**src/rtl/accum_pkg.sv**
```systemverilog
// accum_pkg: shared width and state encoding for the batch accumulator
package accum_pkg;
  localparam int DATA_BITS = 8;
  typedef enum logic [1:0] {IDLE, ACCUM, HOLD} accum_state_t;
endpackage

```
**src/rtl/adder_8bit.sv**
```systemverilog
// adder_8bit: combinational unsigned adder with carry-in and carry-out
module adder_8bit
  import accum_pkg::*;
(
  input  logic [DATA_BITS-1:0] a,
  input  logic [DATA_BITS-1:0] b,
  input  logic                 carry_in,
  output logic [DATA_BITS-1:0] sum,
  output logic                 overflow
);
  assign {overflow, sum} = {1'b0, a} + {1'b0, b} + {{DATA_BITS{1'b0}}, carry_in};
endmodule

```
**src/rtl/batch_accumulator.sv**
```systemverilog
// batch_accumulator: folds BATCH_LEN operands into a wrapping sum with sticky overflow, presented on a valid/ready output
module batch_accumulator
  import accum_pkg::*;
#(
  parameter int BATCH_LEN = 4
) (
  input  logic                 clk,
  input  logic                 rst,
  input  logic                 clear,
  input  logic                 in_valid,
  output logic                 in_ready,
  input  logic [DATA_BITS-1:0] in_data,
  output logic                 out_valid,
  input  logic                 out_ready,
  output logic [DATA_BITS-1:0] out_sum,
  output logic                 out_overflow
);
  localparam int CW = $clog2(BATCH_LEN + 1);
  localparam logic [CW-1:0] LAST = CW'(BATCH_LEN - 1);
  accum_state_t state_q;
  logic [DATA_BITS-1:0] acc_q, acc_d;
  logic ovf_q, ovf_d, carry;
  logic [CW-1:0] cnt_q;
  adder_8bit u_add (
    .a(acc_q),
    .b(in_data),
    .carry_in(1'b0),
    .sum(acc_d),
    .overflow(carry)
  );
  assign ovf_d = ovf_q | carry;
  // Outputs decode straight from state and registers, so no input reaches them combinationally
  assign in_ready = state_q != HOLD;
  assign out_valid = state_q == HOLD;
  assign out_sum = acc_q;
  assign out_overflow = ovf_q;
  // Batch FSM: accumulate until the terminal accept, hold until consumed; clear only aborts an open batch
  always_ff @(posedge clk) begin
    if (rst || (state_q == HOLD ? out_ready : clear)) begin
      state_q <= IDLE;
      acc_q <= '0;
      ovf_q <= 1'b0;
      cnt_q <= '0;
    end else if (state_q != HOLD && in_valid) begin
      state_q <= cnt_q == LAST ? HOLD : ACCUM;
      acc_q <= acc_d;
      ovf_q <= ovf_d;
      cnt_q <= cnt_q + CW'(1);
    end
  end
endmodule

```
**config.mk**
```make
export PLATFORM = sky130hd
export DESIGN_NAME = batch_accumulator
export DESIGN_NICKNAME = d
export VERILOG_FILES = /design/src/rtl/accum_pkg.sv /design/src/rtl/adder_8bit.sv /design/src/rtl/batch_accumulator.sv
export SDC_FILE = /design/constraint.sdc
export NUM_CORES = 1
export LEC_CHECK = 0
export BUFFER_PORTS_ARGS = -buffer_cell sky130_fd_sc_hd__buf_2
export CAP_MARGIN = 20
export CORE_AREA = 2 2 47 81
export DETAILED_ROUTE_END_ITERATION = 7
export DIE_AREA = 0 0 49 83
export MAX_ROUTING_LAYER = met4
export PLACE_DENSITY_LB_ADDON = 0.25
export RECOVER_POWER = 100
export SLEW_MARGIN = 20
export SYNTH_ARGS = -nofsm -noshare
export SYNTH_HDL_FRONTEND = slang
export SYNTH_HIERARCHICAL = 1
export SYNTH_SLANG_ARGS = --single-unit
```
**constraint.sdc**
```tcl
create_clock -name clk -period 2.4 [get_ports clk]
set_input_delay 0.12 -clock clk [delete_from_list [all_inputs] [get_ports clk]]
set_output_delay 0.12 -clock clk [all_outputs]
set_load 0.01 [all_outputs]
```
==> results of run 1 <==
[cell type report]
class | instances | area [sq um]
fillers | 386 | 2260
multi-input cells | 83 | 619
well taps | 45 | 56.3
flip-flops and latches | 14 | 280
clock buffers | 4 | 55.1
inverters | 6 | 22.5
repair buffers | 23 | 103
[path summary, 6_finish.rpt]
check	slack (ps)	start	to	depth (start not counted)
worst max-delay path	370	out_sum[0]	out_sum[6]	7
worst min-delay path	320	in_valid	out_sum[7]	3
worst max register to register	370	out_sum[0]	out_sum[6]	7
worst min register to register	510	cnt_q[2]	cnt_q[2]	2
[cells in the mapped netlist (3+ instances only)]
master / n / area [sq um]
dfxtp_1: 14 / 280
nand3_1: 11 / 55.1
ha_1: 10 / 125
o21ai_1: 10 / 50.1
a21oi_2: 9 / 78.8
a21oi_1: 8 / 40.0
inv_1: 4 / 15.0
clkbuf_1: 3 / 11.3
[kinds of logic after synthesis]
group                    after synthesis
AO/OA/AOI/OAI                         42
AND/OR/NAND/NOR                       24
flip-flops                            14
buffers and inverters                 13
adder cells (fa/ha/maj)               12
XOR/XNOR                               4
other                                  1
[flip-flops by register name, indices dropped and copies added, names as in the netlist]
register	flops
out_sum	8
cnt_q	3
state_q	2
out_overflow	1
[report_power, final]
group          leakage [uW]  internal, uW  switching, uW
registers          0.000114           242           7.49
clock network     0.0000288           145           83.7
logic              0.000321          54.8           70.2
total              0.000464           442            161
[per-stage QoR]
stage               hold WS, ps  total power [uW]  cell area (sq um)  instances   util
CTS                         268               614               1170        175  0.344
floorplan                   301               350                986        110      -
global route                338               634               1140        175  0.334
global placement            475               381               1110        171  0.328
finish                      316               603               1140        175  0.334
detailed placement          486               385               1110        171  0.328
[cells in the final DEF, fill, tap and decap left out, drive strengths merged, types with 2 or more instances in the layout]
cell type and count:
a21o 2, a21oi 17, a311o 2, a311oi 2
a31oi 2, buf 13, clkbuf 14, dfxtp 14
fa 2, ha 10, inv 6, nand2 2
nand2b 2, nand3 11, nor2 2, o21ai 11
xnor2 2, xor2 2
[worst min-delay path: stages]
cell and delay [ps]:
buf_2 210, nand3_1 120, a21oi_1 50
[per-layer routing]
| metal | wire, um | vias to the layer above |
|---|---|---|
| met3 | 34 | 2 |
| met5 | 0 | - |
| met2 | 1260 | 13 |
| li1 | - | 444 |
| met1 | 962 | 420 |
| met4 | 27 | 0 |
==> results.toml, run 1 <==
[placement]
globalplace.congestion = 0.799
io_buffer_count = 23
dp_hpwl_um = 1720
place_ws_ps = 395

[floorplan]
io_pins = 24
core_area_sq_um = 3400
initial_core_util = 0.290
num_rows = 28
die_h_um = 83
die-area_sq_um = 4070
die_w_um = 49

[logic_synthesis]
synth_seq_area_share = 0.284
synth-xor-area-share = 0.0355
syn_inst = 110
yosys_most_used_dff = "dfxtp_1"
ys_seq_elements = 14
synth.avg_cell_area_sq_um = 8.96
synth_simple_gate_area_frac = 0.140
synth_top_family_by_area = "compound AO/OA/AOI/OAI gates"
synth-compound-area-share = 0.302
synthAdderAreaFrac = 0.168
syn_nets = 135
async_flop_share = 0
ys_types = 37
synth_edf_count = 0
netlist_area_sq_um = 986
ys_warn_count = 6
synth_mux_area_frac = 0

[global_routing]
antenna_found_initial = 0
grt_pass1_wl_um = 3660
gr-usage-all-layers = 0.115
busiest_layer = "met2"
grt_pass1_vias = 846
met3_usage = 0.0108
grt_max_degree = 19
use_met1 = 0.116
overflow = 0
met2_usage = 0.223

[detailed_routing]
drc_errors = 0
first_pass_iters = 2
vias = 879
wl_per_cell_um = 13.0
drt_iter0_drc = 9
vias_per_cell = 5.02
drt_wl_total_um = 2280
postRouteAntennaNets = 0

[cts]
clk_root_buffer_cell = "clkbuf_8"
cts_resized = 0
cts_tree = "done"
clockBufferDepth = 2
post_cts_buffers = 0
cts-buffers-inserted = 3
clk_pin_slew_worst_paths_ps = 60
hold_buffers = 0
cts_max_level = 1
cts_sinks = 14
worstSkewPairLatency_ps = 240

[setup_path]
worstSetupStartpointType = "register"
crit_type = "reg2reg"
path_cells = "fa_1 > fa_1 > a21oi_1 > o21a_1 > xnor2_1 > nand3_1 > a21oi_2"
path_buf_inv = 0
arrival_ps = 2200
cp_max_fo = 3
cpPeakStageDelay_ps = 470
cp_slowest_cell = "fa_1"
cp-end-kind = "register"
cp.required_ps = 2570
critical_path.top_delay_family = "adder cells"
crit_top_cell = "fa_1"

[sta]
layout_setup_ws_ps = 370
setup_viol = 0
worst_slew_pin_slew_ps = 711
skew_ps = 0.725
drv_slew = 0
post-route-period-util = 0.846
clock.fmax_mhz = 493
setup-tns-final_ps = 0
timing.final.hold_violations = 0
fin_crit_ps = 2030
relSlewSlack = 0.526
rsz0062_at_grt = "no"

[outcome]
status = "completed"

[layout]
layout-drive-gt1-share = 0.223
syn2layout_area_growth_pct = 15.2
final_nets = 156
antennaDiodeCount = 0

[power]
p_leak_uw = 0.000464
power.density_nw_per_um2 = 531
ir_worst_vdd_v = 0.000295

[min_path]
hp-class = "in2reg"

[job]
drv_cap = 0
No activity file was read; power rests on OpenSTA's default activity.
==> run 2: changes to the inputs <==
- clock period: 2.4 -> 1.9 ns (I/O delays scaled with it)
==> run 2 against run 1 <==
Power grew 30%. Fmax grew 14%. Non-clock buffer count grew 2. Clock-buffer cell count is the same. Clock power grew 31%. Final cell count grew 1.1%. First-iteration DRC count grew 78%. Flip-flop and latch count is the same.
==> results.toml, run 2 (synthesis gave the netlist of run 1 again) <==
[placement]
placed_cells = 173
dp_hpwl_um = 1810
globalplace.congestion = 0.766
io_buffer_count = 23

[detailed_routing]
first_pass_iters = 4
vias_per_cell = 5.10
postRouteAntennaNets = 0
vias = 903
wl_per_cell_um = 13.7
drt_iter0_drc = 16
drt_wl_total_um = 2420
drc_errors = 0

[sta]
setup-tns-final_ps = 0
post-route-period-util = 0.939
drv_slew = 0
holdWs_ps = 241
fin_crit_ps = 1780
skew_ps = 1.97
setup_viol = 0
clock.fmax_mhz = 561
timing.final.hold_violations = 0

[floorplan]
core_area_sq_um = 3400
die_h_um = 83
initial_core_util = 0.290
num_rows = 28
die-area_sq_um = 4070
io_pins = 24
die_w_um = 49

[setup_path]
cp_max_fo = 2
arrival_ps = 1970
cp-end-kind = "register"
crit_type = "reg2reg"
cp.required_ps = 2090
worstSetupStartpointType = "register"

[cts]
clk_root_buffer_cell = "clkbuf_8"
cts_max_level = 1
worstSkewPairLatency_ps = 250
cts_sinks = 14
clockBufferDepth = 2
cts-buffers-inserted = 3
clk_pin_slew_worst_paths_ps = 60
hold_buffers = 0
cts_tree = "done"

[job]
drv_cap = 0

[layout]
seq_area_sq_um = 280
multi_input_area_sq_um = 651
layout_common_cells = "buf_2, dfxtp_1, nand3_1"
layout_commonest_cell = "buf_2"
nFillCells = 361
instances_no_fill = 177
layout-drive-gt1-share = 0.295
final_nets = 158
largest_reg_flops = 8
antennaDiodeCount = 0
syn2layout_area_growth_pct = 20.2

[global_routing]
grt_pass1_wl_um = 4080
grt_max_degree = 19
overflow = 0
antenna_found_initial = 0
gr-usage-all-layers = 0.131
grt_pass1_vias = 903

[power]
swShare = 0.280
power.density_nw_per_um2 = 664
p_int_uw = 566
ir_worst_vdd_v = 0.000287
pwr-share-seq = 0.401
pwr-share-clk = 0.382
p_comb_frac = 0.217
p_leak_uw = 0.000485
p_total_uw = 786
p_sw_uw = 220

[outcome]
status = "completed"

[min_path]
hp-class = "in2reg"
run 2: cell types whose count changed in the layout (fill, tap and decap cells not counted), moves of 2 or more:
cell and delta:
fa_1 -2, fa_2 +2, clkbuf_1 -2, o21ai_0 -3
buf_2 +2, o21ai_1 +3
run 2: critical path: stages, from the launching register on:
cell and delay, ps:
dfxtp_1 330, fa_2 360, fa_2 360, a21oi_2 180, o21a_1 160, xnor2_1 120
nand3_1 100, a21oi_2 120
run 2: through the flow:
step                area, sq um  utilization  setup slack, ps
floorplan                   990            -             8.13
global placement           1130        0.333             8.55
detailed placement         1130        0.333            -50.3
CTS                        1190        0.351             63.7
global route               1180        0.349            -5.67
finish                     1180        0.349              117
run 2: repair_timing:
| action | in CTS | in global routing |
|---|---|---|
| buffers inserted | 0 | 0 |
| endpoints found under the setup margin | 3 | 4 |
| resized for setup | 2 | 1 |
| pin swaps | 1 | 2 |
| cloned | 0 | 0 |
| hold endpoints to repair | 0 | 0 |
run 2: worst paths after layout:
check	cells after the start	endpoint	slack, ps	from
worst max-delay path	7	out_sum[6]	120	out_sum[0]
worst min-delay path	3	cnt_q[0]	240	rst
worst max register to register	7	out_sum[6]	120	out_sum[0]
worst min register to register	2	out_overflow	490	out_overflow
run 2: power groups by stage:
stage / Combinational (uW) / Clock, uW / Sequential (uW)
after floorplan: 120 / 0 / 324
after global placement: 166 / 0 / 321
after detailed placement: 170 / 0 / 321
after CTS: 172 / 306 / 315
after global routing: 193 / 319 / 317
final: 171 / 300 / 315
run 2: cell type report:
cell class	count	share of cell area
tap	45	0.0475
timing repair buffer	25	0.101
clock buffer	4	0.0465
sequential	14	0.237
inverter	6	0.0190
multi-input combinational	83	0.549
run 2: routing by layer:
| metal | vias to the layer above | wire (um) | GRT usage | part of all wire |
|---|---|---|---|---|
| li1 | 444 | - | - | - |
| met1 | 439 | 927 | 0.130 | 0.38 |
| met2 | 18 | 1400 | 0.235 | 0.58 |
| met3 | 2 | 70 | 0.0270 | 0.029 |
| met4 | 0 | 23 | 0.0675 | 0.0095 |
| met5 | - | 0 | - | 0 |
